**src/rtl/uart_tx_arbiter.sv**
```systemverilog
// -----------------------------------------------------------------------------
// uart_tx_arbiter
//
// Shares a single uart_tx between N_REQ byte-stream requesters. Ownership is
// granted round-robin per message: the winner keeps the UART until it hands
// over a byte flagged last. Each byte is sent with a one-cycle start pulse on
// tx_e_o, and the next byte is only loaded once uart_tx busy has risen and
// fallen again, so at most one byte is ever in flight.
//
// Optional feature (macro UART_ARB_ID_PREFIX_EN): every message on the wire
// is preceded by a source ID byte ID_BASE + requester index.
//
// Ports
//   clk          clock
//   resetn       synchronous, active-low reset (shared with uart_tx)
//   req_valid_i  [N_REQ]    requester i presents a byte
//   req_data_i   [8*N_REQ]  lane i = bits [8*i+7:8*i]
//   req_last_i   [N_REQ]    byte on lane i ends its message
//   req_ready_o  [N_REQ]    byte on lane i accepted when valid & ready
//   grant_o      [N_REQ]    one-hot owner of the UART, 0 when free
//   tx_e_o                  start pulse to uart_tx e_i
//   tx_d_o       [8]        byte to uart_tx d_i, held for the whole byte
//   tx_busy_i               uart_tx busy_o
// -----------------------------------------------------------------------------
module uart_tx_arbiter #(
    parameter int         N_REQ   = 4,
    parameter logic [7:0] ID_BASE = 8'h80
) (
    input  logic               clk,
    input  logic               resetn,
    input  logic [N_REQ-1:0]   req_valid_i,
    input  logic [8*N_REQ-1:0] req_data_i,
    input  logic [N_REQ-1:0]   req_last_i,
    output logic [N_REQ-1:0]   req_ready_o,
    output logic [N_REQ-1:0]   grant_o,
    output logic               tx_e_o,
    output logic [7:0]         tx_d_o,
    input  logic               tx_busy_i
);

    localparam int IDX_W = (N_REQ > 1) ? $clog2(N_REQ) : 1;

    // The prefix value must not wrap past 8'hFF for any requester.
    if (N_REQ < 2 || N_REQ > 8 || (int'(ID_BASE) + N_REQ - 1) > 255) begin : g_param_check
        $error("uart_tx_arbiter: N_REQ must be 2..8 and ID_BASE+N_REQ-1 must fit in 8 bits");
    end

`ifdef UART_ARB_ID_PREFIX_EN
    typedef enum logic [2:0] {
        S_IDLE    = 3'd0,
        S_LOAD    = 3'd1,
        S_SEND    = 3'd2,
        S_WAIT_HI = 3'd3,
        S_WAIT_LO = 3'd4,
        S_PREFIX  = 3'd5
    } state_t;
`else
    typedef enum logic [2:0] {
        S_IDLE    = 3'd0,
        S_LOAD    = 3'd1,
        S_SEND    = 3'd2,
        S_WAIT_HI = 3'd3,
        S_WAIT_LO = 3'd4
    } state_t;
`endif

    state_t             state_q, state_d;
    logic [N_REQ-1:0]   grant_q, grant_d;
    logic [IDX_W-1:0]   rr_ptr_q, rr_ptr_d;
    logic [7:0]         tx_d_q, tx_d_d;
    logic               last_q, last_d;
`ifdef UART_ARB_ID_PREFIX_EN
    logic [IDX_W-1:0]   win_q, win_d;
`endif

    // Round-robin search: first valid index at or after ptr, wrapping.
    // Returns {found, index}.
    function automatic logic [IDX_W:0] pick_winner(input logic [N_REQ-1:0] vld,
                                                   input logic [IDX_W-1:0] ptr);
        logic             found;
        logic [IDX_W-1:0] idx;
        int               j;
        found = 1'b0;
        idx   = '0;
        for (int k = 0; k < N_REQ; k++) begin
            j = (int'(ptr) + k) % N_REQ;
            if (!found && vld[j]) begin
                found = 1'b1;
                idx   = IDX_W'(j);
            end
        end
        return {found, idx};
    endfunction

    logic [IDX_W:0]   pick;
    logic             pick_found;
    logic [IDX_W-1:0] pick_idx;
    logic [7:0]       sel_data;
    logic             sel_last;
    logic             accept;

    always_comb begin
        pick       = pick_winner(req_valid_i, rr_ptr_q);
        pick_found = pick[IDX_W];
        pick_idx   = pick[IDX_W-1:0];
    end

    // Lane of the current owner; grant_q is one-hot so at most one lane matches.
    always_comb begin
        sel_data = '0;
        sel_last = 1'b0;
        for (int i = 0; i < N_REQ; i++) begin
            if (grant_q[i]) begin
                sel_data = req_data_i[8*i +: 8];
                sel_last = req_last_i[i];
            end
        end
    end

    // Ready is combinational from the registered grant, only while loading.
    assign req_ready_o = (state_q == S_LOAD) ? (grant_q & req_valid_i) : '0;
    assign accept      = (state_q == S_LOAD) && (|(grant_q & req_valid_i));
    assign tx_e_o      = (state_q == S_SEND) && !tx_busy_i;
    assign tx_d_o      = tx_d_q;
    assign grant_o     = grant_q;

    always_comb begin
        state_d  = state_q;
        grant_d  = grant_q;
        rr_ptr_d = rr_ptr_q;
        tx_d_d   = tx_d_q;
        last_d   = last_q;
`ifdef UART_ARB_ID_PREFIX_EN
        win_d    = win_q;
`endif
        case (state_q)
            S_IDLE: begin
                grant_d = '0;
                if (pick_found) begin
                    grant_d  = {{(N_REQ-1){1'b0}}, 1'b1} << pick_idx;
                    rr_ptr_d = IDX_W'((int'(pick_idx) + 1) % N_REQ);
`ifdef UART_ARB_ID_PREFIX_EN
                    win_d    = pick_idx;
                    state_d  = S_PREFIX;
`else
                    state_d  = S_LOAD;
`endif
                end
            end
`ifdef UART_ARB_ID_PREFIX_EN
            // Source ID byte goes out first; last_q=0 brings us back to LOAD.
            S_PREFIX: begin
                tx_d_d  = ID_BASE + 8'(win_q);
                last_d  = 1'b0;
                state_d = S_SEND;
            end
`endif
            S_LOAD: begin
                if (accept) begin
                    tx_d_d  = sel_data;
                    last_d  = sel_last;
                    state_d = S_SEND;
                end
            end
            S_SEND: begin
                if (!tx_busy_i) begin
                    state_d = S_WAIT_HI;
                end
            end
            // uart_tx may take any number of cycles to raise busy.
            S_WAIT_HI: begin
                if (tx_busy_i) begin
                    state_d = S_WAIT_LO;
                end
            end
            S_WAIT_LO: begin
                if (!tx_busy_i) begin
                    if (last_q) begin
                        state_d = S_IDLE;
                        grant_d = '0;
                    end else begin
                        state_d = S_LOAD;
                    end
                end
            end
            default: begin
                state_d = S_IDLE;
                grant_d = '0;
            end
        endcase
    end

    always_ff @(posedge clk) begin
        if (!resetn) begin
            state_q  <= S_IDLE;
            grant_q  <= '0;
            rr_ptr_q <= '0;
            tx_d_q   <= '0;
            last_q   <= 1'b0;
`ifdef UART_ARB_ID_PREFIX_EN
            win_q    <= '0;
`endif
        end else begin
            state_q  <= state_d;
            grant_q  <= grant_d;
            rr_ptr_q <= rr_ptr_d;
            tx_d_q   <= tx_d_d;
            last_q   <= last_d;
`ifdef UART_ARB_ID_PREFIX_EN
            win_q    <= win_d;
`endif
        end
    end

endmodule
```
**config.mk**
```make
export PLATFORM = sky130hd
export DESIGN_NAME = uart_tx_arbiter
export DESIGN_NICKNAME = d
export VERILOG_FILES = /design/src/rtl/uart_tx_arbiter.sv
export SDC_FILE = /design/constraint.sdc
export NUM_CORES = 1
export LEC_CHECK = 0
export ABC_AREA = 1
export CAP_MARGIN = 40
export CORE_MARGIN = 5
export CORE_UTILIZATION = 30
export DETAILED_ROUTE_END_ITERATION = 10
export PLACE_DENSITY_LB_ADDON = 0.3
export SYNTH_ARGS = -nofsm -noshare
export SYNTH_HDL_FRONTEND = slang
export SYNTH_SLANG_ARGS = --single-unit
```
**constraint.sdc**
```tcl
create_clock -name clk -period 2.3 [get_ports clk]
set_input_delay 0.345 -clock clk [delete_from_list [all_inputs] [get_ports clk]]
set_output_delay 0.345 -clock clk [all_outputs]
set_load 0.005 [all_outputs]
```
=== Word level (Yosys, flattened, before mapping) ===
Cells that the tools add are included.

* Flip-flop bits (word level): 18
* Output and inout port bits: 17
* Memories: 0
* Memory bits (read-only): 0
* Bits in latches: 0
* Bits in writable memories: 0

* Shift operators: 1
* Add/sub/neg operators: 4
* $mul: 0
* Bitwise logic cells: 5
* Equality and inequality tests: 10
* Reductions and logical operators: 19
* Div/mod/pow operators: 0
* $lt $le $gt $ge: 4
* Multiplexer cells: 39

{| class="wikitable"
|+ Operator list
! kind !! number
|-
| $mux W8 || 4
|-
| $mux W1 || 16
|-
| $mux W4 || 4
|-
| $mux W3 || 5
|-
| $pmux W3 S5 || 1
|-
| $lt A3 B4 Y1 const B || 3
|-
| $ne A2 B2 Y1 const B || 6
|-
| $pmux W4 S3 || 1
|-
| $bmux W1 S2 || 4
|-
| $mux W2 || 4
|-
| $eq A3 B2 Y1 const B || 2
|-
| $reduce_or A2 Y1 || 3
|-
| $logic_and A1 B1 Y1 || 5
|-
| $reduce_and A5 Y1 || 1
|-
| $add A2 B1 Y2 const B || 2
|-
| $add A2 B2 Y2 const B || 2
|-
| $and A4 B4 Y4 || 1
|-
| $logic_not A1 Y1 || 4
|-
| $reduce_and A2 Y1 || 2
|-
| $reduce_or A4 Y1 || 1
|-
| $shl A1 B2 Y4 const A || 1
|-
| $and A1 B1 Y1 const A || 3
|-
| $eq A3 B1 Y1 const B || 1
|-
| $eq A3 B3 Y1 const B || 1
|-
| 5 further kinds || 5
|}

=== Logic depth before layout (Yosys ltp) ===
* Depth after elaboration: 17
* Mapped depth: 15
* Gate-level depth less buffers: 14

=== Worst setup path before layout ===
Ideal clock, no wire load.

* Path type: register to register
* Start point: reg rr_ptr_q[0]
* End point: reg rr_ptr_q[1]
* Stages on the path, launching flop included: 15
* Period minus slack after synthesis: 1830 ps
* Setup time: 116 ps
* Arrival time: 1714 ps
* Setup slack: 470 ps
* Path buffers: 1
* Cell sequence: dfxtp_1 -> buf_6 -> inv_8 -> nand2_4 -> nand3_1 -> nand2_2 -> nor2_4 -> nand2_1 -> nand2_1 -> nand2_1 -> nand3_1 -> inv_1 -> ha_1 -> o21ai_0 -> nor2_1

* Longest elaborated chain between the ends: 13
* Elaborated cells between the ends (all ways): 30
* Those cells by class: add/sub (4); mux (19); reduce/logical (7)

{| class="wikitable"
|+ RTL lines
! what !! line !! text
|-
| from (decl) || 69 || <nowiki>logic [IDX_W-1:0] rr_ptr_q, rr_ptr_d;</nowiki>
|-
| from (signal assigned) || 206 || <nowiki>rr_ptr_q <= rr_ptr_d;</nowiki>
|-
| $add A2 B1 Y2 / $bmux W1 S2 (equally long branches) || 86, 87 ||
|-
| $bmux W1 S2 / $mux W1 (equally long branches) || 87 || <nowiki>if (!found && vld[j]) begin</nowiki>
|-
| $mux W1 (implied by the code) || 87 ||
|-
| $mux W1 (implied by the code) / $logic_not A1 Y1 (equally long branches) || 87 ||
|-
| $logic_and A1 B1 Y1 || 87 ||
|-
| $mux W1 || 87 ||
|-
| $logic_not A1 Y1 || 87 ||
|-
| $logic_and A1 B1 Y1 || 87 ||
|-
| $mux W1 || 87 ||
|-
| $logic_not A1 Y1 || 87 ||
|-
| $logic_and A1 B1 Y1 || 87 ||
|-
| $mux W2 / $mux W1 (equally long branches) || 87 ||
|-
| $add A2 B1 Y2 / $reduce_and A2 Y1 (equally long branches) || n/a ||
|}

Several ways; a longest one is shown, not always the timed one. The select of a mux whose other input is x is not followed.
A chain may end at the register's enable or synchronous reset.

=== Final worst setup path ===
* Start point: in req_valid_i[1]
* End point: reg rr_ptr_q[1]

* Longest elaborated chain between the ends: 13
* Elaborated cells between the ends (all ways): 27
* Those cells by class: add/sub (1); mux (19); reduce/logical (7)

{| class="wikitable"
|+ RTL lines
! what !! line !! text
|-
| from (decl) || 31 || <nowiki>input logic [N_REQ-1:0] req_valid_i,</nowiki>
|-
| $bmux W1 S2 || 87 ||
|-
| $mux W1 (implied by the code) || 87 ||
|-
| $mux W1 || 87 ||
|-
| $logic_not A1 Y1 || 87 ||
|-
| $logic_and A1 B1 Y1 || 87 ||
|-
| $mux W1 || 87 ||
|-
| $logic_not A1 Y1 || 87 ||
|-
| $logic_and A1 B1 Y1 || 87 ||
|-
| $mux W1 || 87 ||
|-
| $logic_not A1 Y1 || 87 ||
|-
| $logic_and A1 B1 Y1 || 87 ||
|-
| $mux W2 / $mux W1 (equally long branches) || 87 ||
|-
| $add A2 B1 Y2 / $reduce_and A2 Y1 (equally long branches) || n/a ||
|}

Several ways; a longest one is shown, not always the timed one. The select of a mux whose other input is x is not followed.

==> results.rst <==
.. list-table::
   :header-rows: 1

   * - Metric
     - Value
   * - Clock share of power
     - 0.114
   * - Total number of yosys warnings
     - 0
   * - Number of global-route vias before repair
     - 1466
   * - Launching element type of the critical path
     - input port
   * - Proportion of power drawn by flip-flops and latches
     - 0.203
   * - Reg-to-Reg Start
     - rr_ptr_q[0]
   * - Power density of the placed cells
     - approximately 1100 mW/mm^2
   * - Share of cells above drive strength 1
     - 0.149
   * - Combinational cell fraction of total power
     - 0.684
   * - Final slew viol count
     - 0
   * - Leakage dissipation
     - between 0.0008 and 0.0009 uW
   * - Instance count of the mapped netlist
     - between 200 and 250
   * - Worst reg2reg setup slack
     - about 0.28 ns
   * - Detailed Place HPWL
     - roughly 3300 um
   * - First-pass iteration count of the detailed router
     - 4
   * - Antenna Violating Nets Remaining
     - 0
   * - TritonCTS clock tree
     - built
   * - Synthesized Nets
     - approximately 260
   * - Clock latency on the worst-skew pair
     - 0.25 ns
   * - RSZ-0062 raised after global routing
     - no
   * - Nets@finish
     - around 330
   * - Startpoint of the most critical setup path
     - req_valid_i[1]
   * - Slew margin rel.
     - 0.693
   * - Number of diodes added for antenna fixing
     - 0
   * - R2r worst-path depth
     - 14
   * - Transition time of the tightest slew-check pin
     - approximately 0.46 ns
   * - Post-CTS sizing
     - 0
   * - Std-Cell Core Area
     - about 0.0044 mm^2
   * - Starting utilization of the core area
     - 0.315
   * - Clock-pin slew reported for the worst setup and hold paths after clock tree synthesis
     - approximately 0.07 ns
   * - Average wire per standard cell
     - 12.1 um
   * - Share of total power consumed by net switching
     - 0.462
   * - Fraction of the cycle the final worst path needs
     - 0.916
   * - Cell Count, Final, Fillers Out
     - roughly 330
   * - Pre-CTS setup slack
     - around 0.016 ns
   * - Total vias in the final route
     - between 1.5k and 2k
   * - Num Clock Sinks
     - 18
   * - Top fanout value on the critical path
     - 3
   * - Floorplan die width
     - between 70 and 80 um
   * - Crit path DAT
     - between 2 and 2.5 ns
   * - Data required time at the worst endpoint
     - about 2.4 ns
   * - Combined global-route utilization of all metal layers
     - 0.129
   * - Largest buffer count on any clock path
     - 2
   * - Mean area per synthesized cell
     - ~6.5 um^2
   * - Maximum frequency from static timing analysis
     - between 400 and 500 MHz
   * - CTS root buffer
     - sky130_fd_sc_hd__clkbuf_8
   * - Count of standard-cell rows
     - 24
   * - Sequential share of the synthesized area
     - 0.259
   * - Status
     - finished clean
   * - Placed cell count
     - between 300 and 400
   * - Pin count of the biggest net entering global routing
     - 20
   * - Switching Power
     - between 1000 and 1500 uW
   * - Average vias per placed instance
     - 4.72
   * - Remaining global-route overflow
     - 0
   * - Clock skew
     - around 0.004 ns
   * - Number of I/O pins
     - 60
   * - Worst Setup Path Type
     - input port to register
   * - Maximum Capacitance Violations
     - 0
   * - Post CTS Setup Buffer Count
     - 0
   * - Final-report setup violation count
     - 0
   * - Final routed DRC violation total
     - 0
   * - Routed wire length
     - just over 4000 um
   * - P_int
     - 1240 uW
   * - Final weighted congestion in routability-driven placement
     - 0.940
   * - H-Tree Level Count
     - 1
   * - Crit path setup slack, layout
     - 0.194 ns
   * - Flop and latch count out of synthesis
     - 18
   * - End of the critical path
     - rr_ptr_q[1]
   * - Setup TNS
     - 0 ns
   * - Nature of the critical path endpoint
     - register
   * - FF-to-FF End
     - rr_ptr_q[1]
   * - Signed area change from the synthesized netlist to the final layout
     - 54.0%
   * - Post-Route Utilization
     - 0.484
   * - Max IR drop VDD
     - ~0.4 mV
   * - Number of hold-repair buffers added at the cts stage
     - 0
   * - Distinct cell type count of the synthesized netlist
     - 33
   * - Total of fill cells in the finished design
     - between 400 and 500
   * - Global-route wire length before repair
     - 6440 um
   * - DRT iter0 DRCs
     - between 70 and 80
   * - Initial antenna violation count
     - 0
   * - Time the final worst path needs with I/O delays and setup
     - 2.11 ns
   * - Number of CTS-inserted buffers
     - 3
   * - Die outline area
     - 0.00609 mm^2
   * - Vertical die dimension
     - 78.0 um
   * - Final number of hold-violating endpoints
     - 0
   * - Netlist area before placement
     - roughly 0.0014 mm^2
   * - Path category of the worst min-delay check
     - register to register
   * - Port buffer count
     - roughly 60
==> metal layers <==
layer / global-route usage / vias to the layer above / share of wire
met5: 0 / - / 0
met4: 0.0405 / 0 / 0.014
met3: 0.0263 / 4 / 0.062
met2: 0.233 / 44 / 0.49
met1: 0.152 / 675 / 0.44
li1: - / 850 / -
==> critical path, stage by stage <==
cell and delay (ns):
sky130_fd_sc_hd__clkdlybuf4s50_1 0.46, sky130_fd_sc_hd__inv_1 0.08, sky130_fd_sc_hd__nand2_1 0.06, sky130_fd_sc_hd__nand3_1 0.15, sky130_fd_sc_hd__nand2_2 0.08, sky130_fd_sc_hd__nor2_4 0.12
sky130_fd_sc_hd__nand2_1 0.10, sky130_fd_sc_hd__nand2_1 0.07, sky130_fd_sc_hd__nand2_1 0.06, sky130_fd_sc_hd__nand3_1 0.10, sky130_fd_sc_hd__inv_1 0.07, sky130_fd_sc_hd__ha_1 0.28
sky130_fd_sc_hd__o21ai_0 0.20, sky130_fd_sc_hd__nor2_1 0.08
==> cell usage in the layout (no fill, tap or decap) <==
cell                              netlist  routed
sky130_fd_sc_hd__nand2_1               65      65
sky130_fd_sc_hd__clkdlybuf4s50_1        0      59
sky130_fd_sc_hd__o21ai_0               19      19
sky130_fd_sc_hd__dfxtp_1               18      18
sky130_fd_sc_hd__nor2_1                15      15
sky130_fd_sc_hd__inv_1                 14      14
sky130_fd_sc_hd__nand2_2               14      14
sky130_fd_sc_hd__nand3_1               12      12
sky130_fd_sc_hd__buf_4                  1      11
sky130_fd_sc_hd__a22oi_1                9       9
sky130_fd_sc_hd__a31oi_1                9       9
sky130_fd_sc_hd__a21oi_1                6       6
sky130_fd_sc_hd__nand2_4                4       4
sky130_fd_sc_hd__ha_1                   4       4
sky130_fd_sc_hd__clkbuf_8               0       4
sky130_fd_sc_hd__nand4_1                3       3
sky130_fd_sc_hd__inv_2                  2       2
sky130_fd_sc_hd__inv_8                  1       1
sky130_fd_sc_hd__nor2_4                 1       1
sky130_fd_sc_hd__o21a_1                 1       1
sky130_fd_sc_hd__and2_4                 1       1
sky130_fd_sc_hd__nand3_4                1       1
sky130_fd_sc_hd__o211ai_2               1       1
sky130_fd_sc_hd__nand3_2                1       1
sky130_fd_sc_hd__clkinv_1               1       1
sky130_fd_sc_hd__and3_1                 1       1
sky130_fd_sc_hd__o21ai_1                1       1
sky130_fd_sc_hd__nor2_2                 1       1
sky130_fd_sc_hd__nand3b_1               1       1
sky130_fd_sc_hd__and2_1                 1       1
==> layout make-up <==
| type | instances | area [um^2] | share of cell area |
|---|---|---|---|
| inverters | 18 | 75.1 | 0.0351 |
| multi-input cells | 171 | 910 | 0.425 |
| well taps | 52 | 65.1 | 0.0304 |
| flip-flops and latches | 18 | 360 | 0.169 |
| repair buffers | 70 | 673 | 0.315 |
| clock buffers | 4 | 55.1 | 0.0257 |
==> synthesized netlist by cell type (all sizes together) <==
library cell  number  area (um^2)
clkbuf             4         16.3
o21a               1         7.51
o21ai             20          100
nand4              3         18.8
inv               17         71.3
a22oi              9         67.6
and3               1         6.26
o211ai             1         12.5
a21oi              6         30.0
and2               2         15.0
dfxtp             18          360
ha                 4         50.1
nand3b             1         7.51
buf                4         27.5
nand3             14         87.6
nor2              17         73.8
a31oi              9         56.3
clkinv             1         3.75
nand2             83          377
==> sequential cells by signal, summed over array words and instances (netlist names) <==
register  flops
grant_o       4
tx_d_o        8
last_q        1
state_q       3
rr_ptr_q      2
==> power groups by stage <==
| stage | combinational [uW] | clock [uW] | sequential [uW] |
|---|---|---|---|
| finish | 1580 | 263 | 469 |
| global placement | 1570 | 0 | 475 |
| detailed placement | 1580 | 0 | 474 |
| CTS | 1590 | 270 | 469 |
| floorplan | 1060 | 0 | 471 |
| global route | 1780 | 289 | 481 |
==> worst min-delay path by stage <==
stage / end / depth (start not counted) / startpoint
after floorplan: last_q / 2 / resetn
after global placement: grant_o[0] / 2 / grant_o[0]
after detailed placement: grant_o[0] / 2 / grant_o[0]
after CTS: grant_o[0] / 2 / grant_o[0]
after global routing: tx_d_o[2] / 2 / tx_d_o[2]
final: grant_o[0] / 2 / grant_o[0]
==> cells by family (layout without fill, tap and decap cells) <==
family | count (synthesis) | in the layout | share of synthesized area
simple gates | 121 | 121 | 0.422
flops | 18 | 18 | 0.259
buf+inv | 26 | 92 | 0.0856
fa+ha+maj | 4 | 4 | 0.0360
compound gates | 46 | 46 | 0.197
==> through the flow <==
stage,hold WS (ns),cell area [um^2],power (uW)
6_report,0.525,2140,2310
5_1_grt,0.574,2140,2550
4_1_cts,0.530,2140,2330
3_5_place_dp,0.519,2080,2060
3_3_place_gp,0.518,2080,2040
2_1_floorplan,0.483,1390,1530
Note: power is estimated with default switching activity, not from simulation.
